**config.mk**
```make
export PLATFORM = sky130hd
export DESIGN_NAME = fetch_pc
export DESIGN_NICKNAME = d
export VERILOG_FILES = /design/src/rtl/fetch_pc.sv
export SDC_FILE = /design/constraint.sdc
export NUM_CORES = 1
export LEC_CHECK = 0
export ABC_AREA = 1
export BUFFER_PORTS_ARGS = -buffer_cell sky130_fd_sc_hd__buf_2
export CAP_MARGIN = 20
export CORE_ASPECT_RATIO = 0.75
export CORE_UTILIZATION = 40
export DETAILED_ROUTE_END_ITERATION = 6
export SLEW_MARGIN = 10
export SYNTH_ARGS = -nofsm -noshare
export SYNTH_HDL_FRONTEND = slang
export SYNTH_SLANG_ARGS = --single-unit
```
**constraint.sdc**
```tcl
create_clock -name CLK -period 2.8 [get_ports CLK]
set_clock_uncertainty 0.15 [all_clocks]
set_input_delay 0.14 -clock CLK [delete_from_list [all_inputs] [get_ports CLK]]
set_output_delay 0.14 -clock CLK [all_outputs]
set_load 0.01 [all_outputs]
```
**src/rtl/fetch_pc.sv**
```systemverilog
// rtl/fetch_pc.sv - program counter, run control and cycle counter for the fetch stage
module fetch_pc #(
  parameter int PC_W  = 10,
  parameter int CNT_W = 16
) (
  input  logic              CLK,
  input  logic              reset,
  input  logic              start,
  input  logic              halt,
  input  logic              abs_jump,
  input  logic              branch_en,
  input  logic signed [7:0] offset,
  output logic [PC_W-1:0]   pc,
  output logic              running,
  output logic              done,
  output logic [CNT_W-1:0]  cycle_ct
);

  typedef enum logic [1:0] {
    IDLE = 2'd0,
    RUN  = 2'd1,
    DONE = 2'd2
  } state_t;

  state_t state;

  logic [PC_W-1:0]  off_sext;
  logic [PC_W-1:0]  off_zext;
  logic [PC_W-1:0]  pc_next_run;
  logic [CNT_W-1:0] ct_next_run;

  // Offset extensions: relative branches sign-extend, absolute jumps treat the table value as unsigned.
  always_comb begin
    off_sext = PC_W'(offset);
    off_zext = PC_W'($unsigned(offset));
  end

  // Next pc while running; halt holds pc at the halt instruction's address, adds wrap mod 2^PC_W.
  always_comb begin
    pc_next_run = pc + PC_W'(1);
    if (halt) begin
      pc_next_run = pc;
    end else if (abs_jump) begin
      pc_next_run = off_zext;
    end else if (branch_en) begin
      pc_next_run = pc + off_sext;
    end
  end

  // Cycle counter saturates rather than wrapping so long benchmarks never read as short ones.
  always_comb begin
    ct_next_run = cycle_ct;
    if (cycle_ct != {CNT_W{1'b1}}) begin
      ct_next_run = cycle_ct + CNT_W'(1);
    end
  end

  // Run-control FSM with registered pc, counter and status outputs.
  always_ff @(posedge CLK) begin
    if (reset) begin
      state    <= IDLE;
      pc       <= '0;
      cycle_ct <= '0;
      running  <= 1'b0;
      done     <= 1'b0;
    end else begin
      case (state)
        IDLE: begin
          pc <= '0;
          if (start) begin
            state    <= RUN;
            cycle_ct <= '0;
            running  <= 1'b1;
            done     <= 1'b0;
          end
        end
        RUN: begin
          pc       <= pc_next_run;
          cycle_ct <= ct_next_run;
          if (halt) begin
            state   <= DONE;
            running <= 1'b0;
            done    <= 1'b1;
          end
        end
        DONE: begin
          if (start) begin
            state    <= RUN;
            pc       <= '0;
            cycle_ct <= '0;
            running  <= 1'b1;
            done     <= 1'b0;
          end
        end
        default: begin
          state    <= IDLE;
          pc       <= '0;
          cycle_ct <= '0;
          running  <= 1'b0;
          done     <= 1'b0;
        end
      endcase
    end
  end

endmodule

```
Yosys cells after proc, flatten, opt, wreduce, memory -nomap -nowiden --
Index checks and enable logic that the tools add are counted.
Word-level totals: register bits after elaboration 30, bits in latches 0, output and inout port bits 28, memories 0, input bits 14, logic and storage cells 38, RAM bits 0, memory bits (read-only) 0
Cells by class: equal/unequal tests 8, magnitude comparators 0, divide/modulo/power cells 0, bitwise operators 0, add/subtract/negate cells 3, multiplexer cells 17, shift operators 0, reduce and logical (&&, ||, !) cells 5, multiply operators 0
Operators with widths (number):
- $mux 10 | 4
- $mux 16 | 2
- $pmux 16 s2 | 1
- $pmux 10 s2 | 1
- $add 16x1->16 const B | 1
- $ne 16x16->1 const B | 1
- $add 10x1->10 const B | 1
- $add 10x10->10 | 1
- $ne 2x2->1 const B | 4
- $reduce_and 2->1 | 3
- $mux 1 | 4
- $mux 2 | 2
- $pmux 1 s2 | 2
- $pmux 2 s2 | 1
- $eq 2x1->1 const B | 1
- $eq 2x2->1 const B | 1
- $logic_not 2->1 | 1
- $ne 2x1->1 const B | 1
- $reduce_or 2->1 | 1

Depth between registers and ports, before layout --
Gate-level depths: netlist (run 1).
depth after elaboration 5, depth in mapped cells 14, mapped depth without buffers 14

Worst setup path before layout (run 1) --
Ideal clock, no wire load.
kind input-to-reg, from input port branch_en, to register pc[6], data required time 2.527 ns, data arrival time 1.592 ns, slack 0.935 ns, stages on the path 14, library setup time 0.123 ns, buffers on the path 1, path through clkbuf_1 nand2_1 ha_1 fa_1 nand2_1 nand2_1 nand2_1 nand2_1 nand2_1 nand2_1 nand2_1 nand2_1 nor2_1 o21ai_0
Between the ends: longest elaborated chain between the ends 4
Ends and longest elaborated chain:
- from (decl) | line 11 | input logic branch_en,
- $mux 10 | line 45 | end else if (branch_en) begin
- $mux 10 | line 43 | end else if (abs_jump) begin
- $mux 10 | line 41 | if (halt) begin
- $pmux 10 s2 | line 67 | case (state)
- to (signal assigned) | line 78 | pc <= pc_next_run;
- to (decl) | line 13 | output logic [PC_W-1:0] pc,
No other way between the ends. The select of a mux whose other input is x is not followed. A chain may end at the register's enable or synchronous reset.

Worst setup path in the final report (run 1) --
from register cycle_ct[0], to register cycle_ct[11]
Between the ends: longest elaborated chain between the ends 3, elaborated cells between the ends (all ways) 6, those cells by class add/sub (1); eq/ne (2); mux (2); reduce/logical (1)
Ends and longest elaborated chain:
- from (decl) | line 16 | output logic [CNT_W-1:0] cycle_ct
- from (signal assigned) | line 79 | cycle_ct <= ct_next_run;
- $add 16x1->16 / $ne 16x16->1 (equally long branches) | line 54, 53
- $mux 16 / $ne 2x2->1 (equally long branches)
- $pmux 16 s2 / $reduce_and 2->1 (equally long branches)
Several ways; a longest one is shown, not always the timed one. The select of a mux whose other input is x is not followed.

==> reports/summary.md, run 1 <==
* TritonCTS clock tree: built
* transition time at the pin with the least slew margin: 437 ps
* remaining antenna violation count: 0
* wire length of the first global-routing pass: 8940 um
* n_diodes: 0
* mean cell area of the mapped netlist: 6.24 um^2
* master cell of the clock root buffer: sky130_fd_sc_hd__clkbuf_8
* unrepaired setup endpoints after global routing: false
* Placement Rows: 22
* core region area: 0.00498 mm^2
* number of hold-repair buffers added at the cts stage: 1
* area share of the largest cell type after synthesis: 27.4%
* Slowest cell on crit path: sky130_fd_sc_hd__dfxtp_1
* H-tree depth: 2
* Arrival @ worst endpoint: 2030 ps
* starting DRC count in detailed routing: 154
* Total GRT Usage: 21.0%
* number of hold-slack violations in the final timing report: 0
* cell count along the critical path: 12
* Critical R2R Launch: cycle_ct[0]
* crit path time final: 2000 ps
* number of global-route vias before repair: 1829
* share of total power in sequential cells: 46.0%
* Post-Synthesis Cell Area: 0.00212 mm^2
* pin count of the biggest net entering global routing: 16
* overall die area: 0.00559 mm^2
* slew margin rel.: 70.9%
* final count of pins violating max slew: 0
* max-cap viol count: 0
* number of distinct library cell variants in the gate-level netlist after synthesis: 33
* final hold slack: 9.12 ps
* Die X: 86.0 um
* clock network fraction of total power: 38.3%
* starting density of the core: 42.5%
* First-pass DRT Iterations: 4
* internal power: 0.669 mW
* mean routed wirelength per cell: 11.9 um
* post-placement cell count: 448
* peak ir drop on the vdd network: 0.000216 V
* final non-filler cell total: 456
* final setup violation count: 0
* register bit count reported by yosys: 29
* proportion of layout cells with a drive suffix above 1: 19.5%
* leading cell types by total area after synthesis: sky130_fd_sc_hd__dfxtp_1 27%, sky130_fd_sc_hd__nand2_1 15%, sky130_fd_sc_hd__inv_1 9.4%
* clock latency of the later-clocked register in the worst-skew pair: 290 ps
* net count after synthesis: 364
* yosys warns: 0
* area delta synth->final: 17.1%
* part of the Yosys area used for sequential elements: 27.4%
* placed inst area: 0.00238 mm^2
* post-CTS clock slew at the launch and capture registers of the worst setup and hold paths: 60 ps
* overall overflow remaining after global route: 0
* final wirelength: 5440 um
* Critical path destination: cycle_ct[11]
* number of clock buffers inserted by TritonCTS: 5
* category of the critical setup timing path: reg2reg
* cell area power density: 381 mW/mm^2
* list of cells traversed by the critical path: ha_1 > nand2_1 > inv_2 > nand3_2 > nor2_4 > nand2_2 > nand2_4 > inv_2 > nand2_1 > nand2_1 > inv_1 > nor2_1
* net switching share of the total power: 29.1%
* Tightest Hold Check Type: in2reg
* f_max: 0.501 GHz
* Slowest Stage Delay on Critical Path: 470 ps
* summed negative setup slack over all endpoints: 0 ps
* synthesized instance count: 339
* net total in the final layout: 409
* run status: complete, no violations
* number of cells on the worst reg-to-reg path: 12
* Top-Level Pins: 42
* worst path buffer plus inverter count: 3
* number of I/O port buffers: 41
* cell family with most CP delay: simple AND/OR/NAND/NOR gates
* Routability Congestion: 0.905
* die extent in y: 65.0 um
* startpoint class of the critical path: register
* leak pwr: 1.29 nW
* post-cts resize count: 0
* setup slack of the worst register-to-register path: 800 ps
* final period utilization: 71.3%
* relative contribution of combinational cells to total power: 15.7%
* destination of the worst register-to-register timing path: cycle_ct[11]
* cell type with the highest occurrence count on the critical path: sky130_fd_sc_hd__nand2_1
* number of remaining DRC errors: 0
* antenna violations before repair: 0
* number of sinks on the clock net: 29
* cell accounting for the most synthesized area: sky130_fd_sc_hd__dfxtp_1
* number of setup buffers added after CTS: 0
* final non-filler cell area: 0.00248 mm^2
* Critical Path Source: cycle_ct[0]
* Worst EP required: 2840 ps
* vias: 2142
* top fanout value on the critical path: 15
* placed wire-length estimate after detailed placement: 4200 um
* Critical Path Sink Type: register
* net switching component of the power: 0.275 mW
* clock tree buffer depth: 2
* Avg Vias per Cell: 4.70
power groups by stage:
stage                     Sequential, mW  Clock (mW)  Combinational (mW)
after floorplan                    0.446           0               0.100
after global placement             0.443           0               0.146
after detailed placement           0.443           0               0.146
after CTS                          0.434       0.371               0.148
after global routing               0.436       0.385               0.168
final                              0.434       0.361               0.148
metal layers:
| layer | vias up | GRT usage (%) | routed length, um |
|---|---|---|---|
| li1 | 1165 | - | - |
| met1 | 931 | 34.9 | 3210 |
| met3 | 6 | 3.82 | 251 |
| met2 | 40 | 25.8 | 1940 |
| met5 | - | 0 | 0 |
| met4 | 0 | 6.25 | 39 |
final cells by class:
cell class	count	area (um^2)
Timing Repair Buffer	43	223
Clock buffer	7	86.3
Tap cell	72	90.1
Inverter	58	218
Sequential cell	29	581
Fill cell	530	2500
Multi-Input combinational cell	247	1280
cell usage after synthesis:
cell type,instances
sky130_fd_sc_hd__nand3_1,32
sky130_fd_sc_hd__nor2_1,44
sky130_fd_sc_hd__xnor2_1,1
sky130_fd_sc_hd__a21oi_2,5
sky130_fd_sc_hd__fa_1,1
sky130_fd_sc_hd__nand2_4,1
sky130_fd_sc_hd__nor2_4,3
sky130_fd_sc_hd__xor2_1,3
sky130_fd_sc_hd__inv_2,4
sky130_fd_sc_hd__inv_1,53
sky130_fd_sc_hd__nand4_1,6
sky130_fd_sc_hd__o211ai_1,3
sky130_fd_sc_hd__a211oi_1,1
sky130_fd_sc_hd__clkbuf_1,3
sky130_fd_sc_hd__nand3_2,1
sky130_fd_sc_hd__clkinv_1,1
sky130_fd_sc_hd__a21boi_0,1
sky130_fd_sc_hd__o21bai_1,3
sky130_fd_sc_hd__o31ai_1,1
sky130_fd_sc_hd__a21oi_1,13
sky130_fd_sc_hd__nand2_1,86
sky130_fd_sc_hd__nor3_1,5
sky130_fd_sc_hd__nor3_2,1
sky130_fd_sc_hd__buf_12,1
sky130_fd_sc_hd__ha_1,10
sky130_fd_sc_hd__o21ai_0,11
sky130_fd_sc_hd__nor2_2,2
sky130_fd_sc_hd__o22ai_1,2
sky130_fd_sc_hd__nand2_2,7
sky130_fd_sc_hd__or2_0,1
sky130_fd_sc_hd__buf_2,1
sky130_fd_sc_hd__dfxtp_1,29
sky130_fd_sc_hd__or2_2,3
logic make-up (layout without fill, tap and decap cells):
kind of cell             Yosys count  in the layout  share of synthesized area (%)
AND/OR/NAND/NOR                  192            192                           40.5
buffers and inverters             63            108                           12.0
AO/OA/AOI/OAI                     40             40                           11.5
flip-flops                        29             29                           27.4
adder cells (fa/ha/maj)           11             11                           6.86
XOR/XNOR                           4              4                           1.66
through the flow:
stage	utilization, %	total power [mW]	setup WS [ps]
floorplan	-	0.546	935
finish	49.7	0.944	804
CTS	49.7	0.954	803
global placement	47.8	0.589	837
detailed placement	47.8	0.590	786
global route	49.7	0.989	605
sequential cells by signal, indices dropped and copies added, names as in the netlist:
signal    cells
cycle_ct     16
done          1
pc           10
running       1
state         1
how the worst min path moves through the flow:
stage / start / end / cells past startpoint
after floorplan: offset[3] / pc[3] / 2
after global placement: offset[3] / pc[3] / 3
after detailed placement: offset[3] / pc[3] / 3
after CTS: start / state[0] / 3
after global routing: start / state[0] / 3
final: start / state[0] / 3
worst reg2reg max path: cells and delay by family, from the launching register on:
family	cells	cell delay, ps
adder cells (fa/ha/maj)	1	240
flip-flops	1	470
AND/OR/NAND/NOR	8	770
buffers and inverters	3	270
cells in the final DEF, fill, tap and decap left out, types with 2 or more instances in the layout:
master	n
sky130_fd_sc_hd__nor2_2	2
sky130_fd_sc_hd__nor2_1	44
sky130_fd_sc_hd__nand3_1	32
sky130_fd_sc_hd__o22ai_1	2
sky130_fd_sc_hd__o21bai_1	3
sky130_fd_sc_hd__nor2_4	3
sky130_fd_sc_hd__a21oi_2	5
sky130_fd_sc_hd__o21ai_0	11
sky130_fd_sc_hd__nand4_1	6
sky130_fd_sc_hd__nor3_1	5
sky130_fd_sc_hd__a21oi_1	13
sky130_fd_sc_hd__nand2_2	7
sky130_fd_sc_hd__o211ai_1	3
sky130_fd_sc_hd__or2_2	3
sky130_fd_sc_hd__ha_1	10
sky130_fd_sc_hd__clkbuf_8	6
sky130_fd_sc_hd__buf_2	41
sky130_fd_sc_hd__inv_1	53
sky130_fd_sc_hd__xor2_1	3
sky130_fd_sc_hd__nand2_1	86
sky130_fd_sc_hd__inv_2	4
sky130_fd_sc_hd__dfxtp_1	29
Note: power is estimated with default switching activity, not from simulation.
==> run 2: changes to the inputs <==
==> constraint.sdc (replaced) <==
create_clock -name CLK -period 1.95 [get_ports CLK]
set_clock_uncertainty 0.15 [all_clocks]
set_input_delay 0.0975 -clock CLK [delete_from_list [all_inputs] [get_ports CLK]]
set_output_delay 0.0975 -clock CLK [all_outputs]
set_load 0.01 [all_outputs]
==> reports/summary.md, run 2 (same netlist as run 1, synthesis figures left out) <==
* run status: finished, violations left
* violations in the final reports: hold timing
* remaining antenna violation count: 0
* antenna violations before repair: 0
* number of remaining DRC errors: 0
* cell type with the highest occurrence count on the critical path: sky130_fd_sc_hd__nand2_1
* n_diodes: 0
* number of I/O port buffers: 41
* top fanout value on the critical path: 3
* Critical Path Sink Type: register
* placed wire-length estimate after detailed placement: 4380 um
* Total GRT Usage: 22.1%
* destination of the worst register-to-register timing path: pc[6]
* Regs by FF count: cycle_ct (16), pc (10)
* list of cells traversed by the critical path: ha_2 > fa_2 > nand2_1 > nand2_1 > nand2_1 > nand2_2 > nand2_1 > nand2_1 > nand2_1 > nand2_1 > nor2_1 > o21ai_1
* number of clock buffers inserted by TritonCTS: 5
* max FFs per register: 16
* cell family with most CP delay: simple AND/OR/NAND/NOR gates
* core region area: 0.00498 mm^2
* cell area power density: 577 mW/mm^2
* Worst EP required: 1980 ps
* overall die area: 0.00559 mm^2
* Placement Rows: 22
* M1 WL: 3200 um
* most flop-heavy register: cycle_ct
* Placement Setup Slack: 25.9 ps
* Die X: 86.0 um
* final hold slack: -11.7 ps
* vias: 2205
* crit path time final: 1810 ps
* final non-filler cell total: 468
* final setup violation count: 0
* worst path buffer plus inverter count: 0
* area delta synth->final: 24.7%
* Slowest Stage Delay on Critical Path: 340 ps
* Critical R2R Launch: pc[0]
* Worst Hold Path EP: pc[6]
* final count of pins violating max slew: 0
* placed inst area: 0.00246 mm^2
* final non-filler cell area: 0.00264 mm^2
* category of the critical setup timing path: reg2reg
* peak ir drop on the vdd network: 0.000372 V
* highest routed layer: met4
* Slowest cell on crit path: sky130_fd_sc_hd__fa_2
* f_max: 0.552 GHz
* slew margin rel.: 75.8%
* start point of the worst min-delay path: offset[6]
* mean routed wirelength per cell: 12.2 um
* die extent in y: 65.0 um
* starting DRC count in detailed routing: 185
* Top-Level Pins: 42
* final period utilization: 92.8%
* post-placement cell count: 457
* Avg Vias per Cell: 4.71
* post-CTS clock slew at the launch and capture registers of the worst setup and hold paths: 80 ps
* First-pass DRT Iterations: 4
* final wirelength: 5700 um
* startpoint class of the critical path: register
* unrepaired setup endpoints after global routing: true
* TritonCTS clock tree: built
* setup slack of the worst register-to-register path: 140 ps
* pin count of the biggest net entering global routing: 12
* least setup slack across all paths after layout: 140 ps
* master cell of the clock root buffer: sky130_fd_sc_hd__clkbuf_8
* number of sinks on the clock net: 29
* clock latency of the later-clocked register in the worst-skew pair: 290 ps
* number of setup buffers added after CTS: 0
* starting density of the core: 42.5%
* clock tree buffer depth: 2
* Tightest Hold Check Type: in2reg
* depth of the worst hold-timing path: 3
* net total in the final layout: 420
* commonest cells after routing, fill and taps aside: 85 x sky130_fd_sc_hd__nand2_1, 53 x sky130_fd_sc_hd__inv_1, 44 x sky130_fd_sc_hd__nor2_1
* overall overflow remaining after global route: 0
* cell count along the critical path: 12
* number of cells on the worst reg-to-reg path: 12
* H-tree depth: 2
* wire length of the first global-routing pass: 9400 um
* max-cap viol count: 0
* Filler cells: 498
* total met2 wirelength after detailed routing: 2060 um
* most common cell after layout, fill and taps aside: sky130_fd_sc_hd__nand2_1
* leak pwr: 1.36 nW
* length of routed met3 wiring: 403 um
* Arrival @ worst endpoint: 1840 ps
* transition time at the pin with the least slew margin: 363 ps
* proportion of layout cells with a drive suffix above 1: 23.5%
* number of hold-slack violations in the final timing report: 1
* Routability Congestion: 0.881
* number of global-route vias before repair: 1879
## run 2: cell types whose count changed in the layout (fill, tap and decap cells not counted), moves of 2 or more
cell / previous run / this run
sky130_fd_sc_hd__buf_4: 1 / 9
sky130_fd_sc_hd__o21ai_1: 0 / 3
sky130_fd_sc_hd__dlygate4sd3_1: 1 / 3
sky130_fd_sc_hd__ha_1: 10 / 8
sky130_fd_sc_hd__o21ai_0: 11 / 8
## run 2: metrics by stage
stage,power [mW],utilization (%),setup TNS [ps]
global placement,0.865,49.4,0
finish,1.52,52.9,0
detailed placement,0.866,49.4,0
CTS,1.52,52.3,0
floorplan,0.784,-,0
global route,1.59,52.9,-47.4
## run 2: how the worst max path moves through the flow
stage / start / end / slack (ps)
final: pc[0] / pc[6] / 140
after global routing: pc[0] / pc[6] / -30
after CTS: pc[0] / pc[6] / 50
after detailed placement: branch_en / pc[6] / 30
after global placement: branch_en / pc[6] / 100
after floorplan: branch_en / pc[6] / 130
## run 2: final cells by class
class / count / area [um^2] / area share [%]
Multi-Input combinational cell: 247 / 1310 / 49.7
Sequential cell: 29 / 582 / 22.1
Timing Repair Buffer: 54 / 323 / 12.2
Inverter: 58 / 218 / 8.25
Tap cell: 72 / 90.1 / 3.42
Clock buffer: 5 / 68.8 / 2.61
Clock inverter: 3 / 46.3 / 1.76
## run 2: worst min-delay path, cell delays in order
cell,delay [ps]
sky130_fd_sc_hd__buf_2,80
sky130_fd_sc_hd__o21ai_0,80
sky130_fd_sc_hd__o21ai_1,130
## run 2: per-layer routing
| metal | up-vias | GRT usage (%) |
|---|---|---|
| met5 | - | 0 |
| met1 | 959 | 36.5 |
| met2 | 62 | 27.7 |
| li1 | 1182 | - |
| met3 | 2 | 3.95 |
| met4 | 0 | 5.63 |
## run 2: where the power goes
group	internal [mW]	switching [mW]
combinational	0.0931	0.150
sequential	0.608	0.0133
clock	0.382	0.276
total	1.08	0.439
## run 2: what timing repair did
| item | in CTS | in global routing |
|---|---|---|
| endpoints found under the hold margin | 4 | 0 |
| gates resized for setup | 0 | 10 |
| hold buffers | 3 | 0 |
| endpoints found under the setup margin | 0 | 15 |
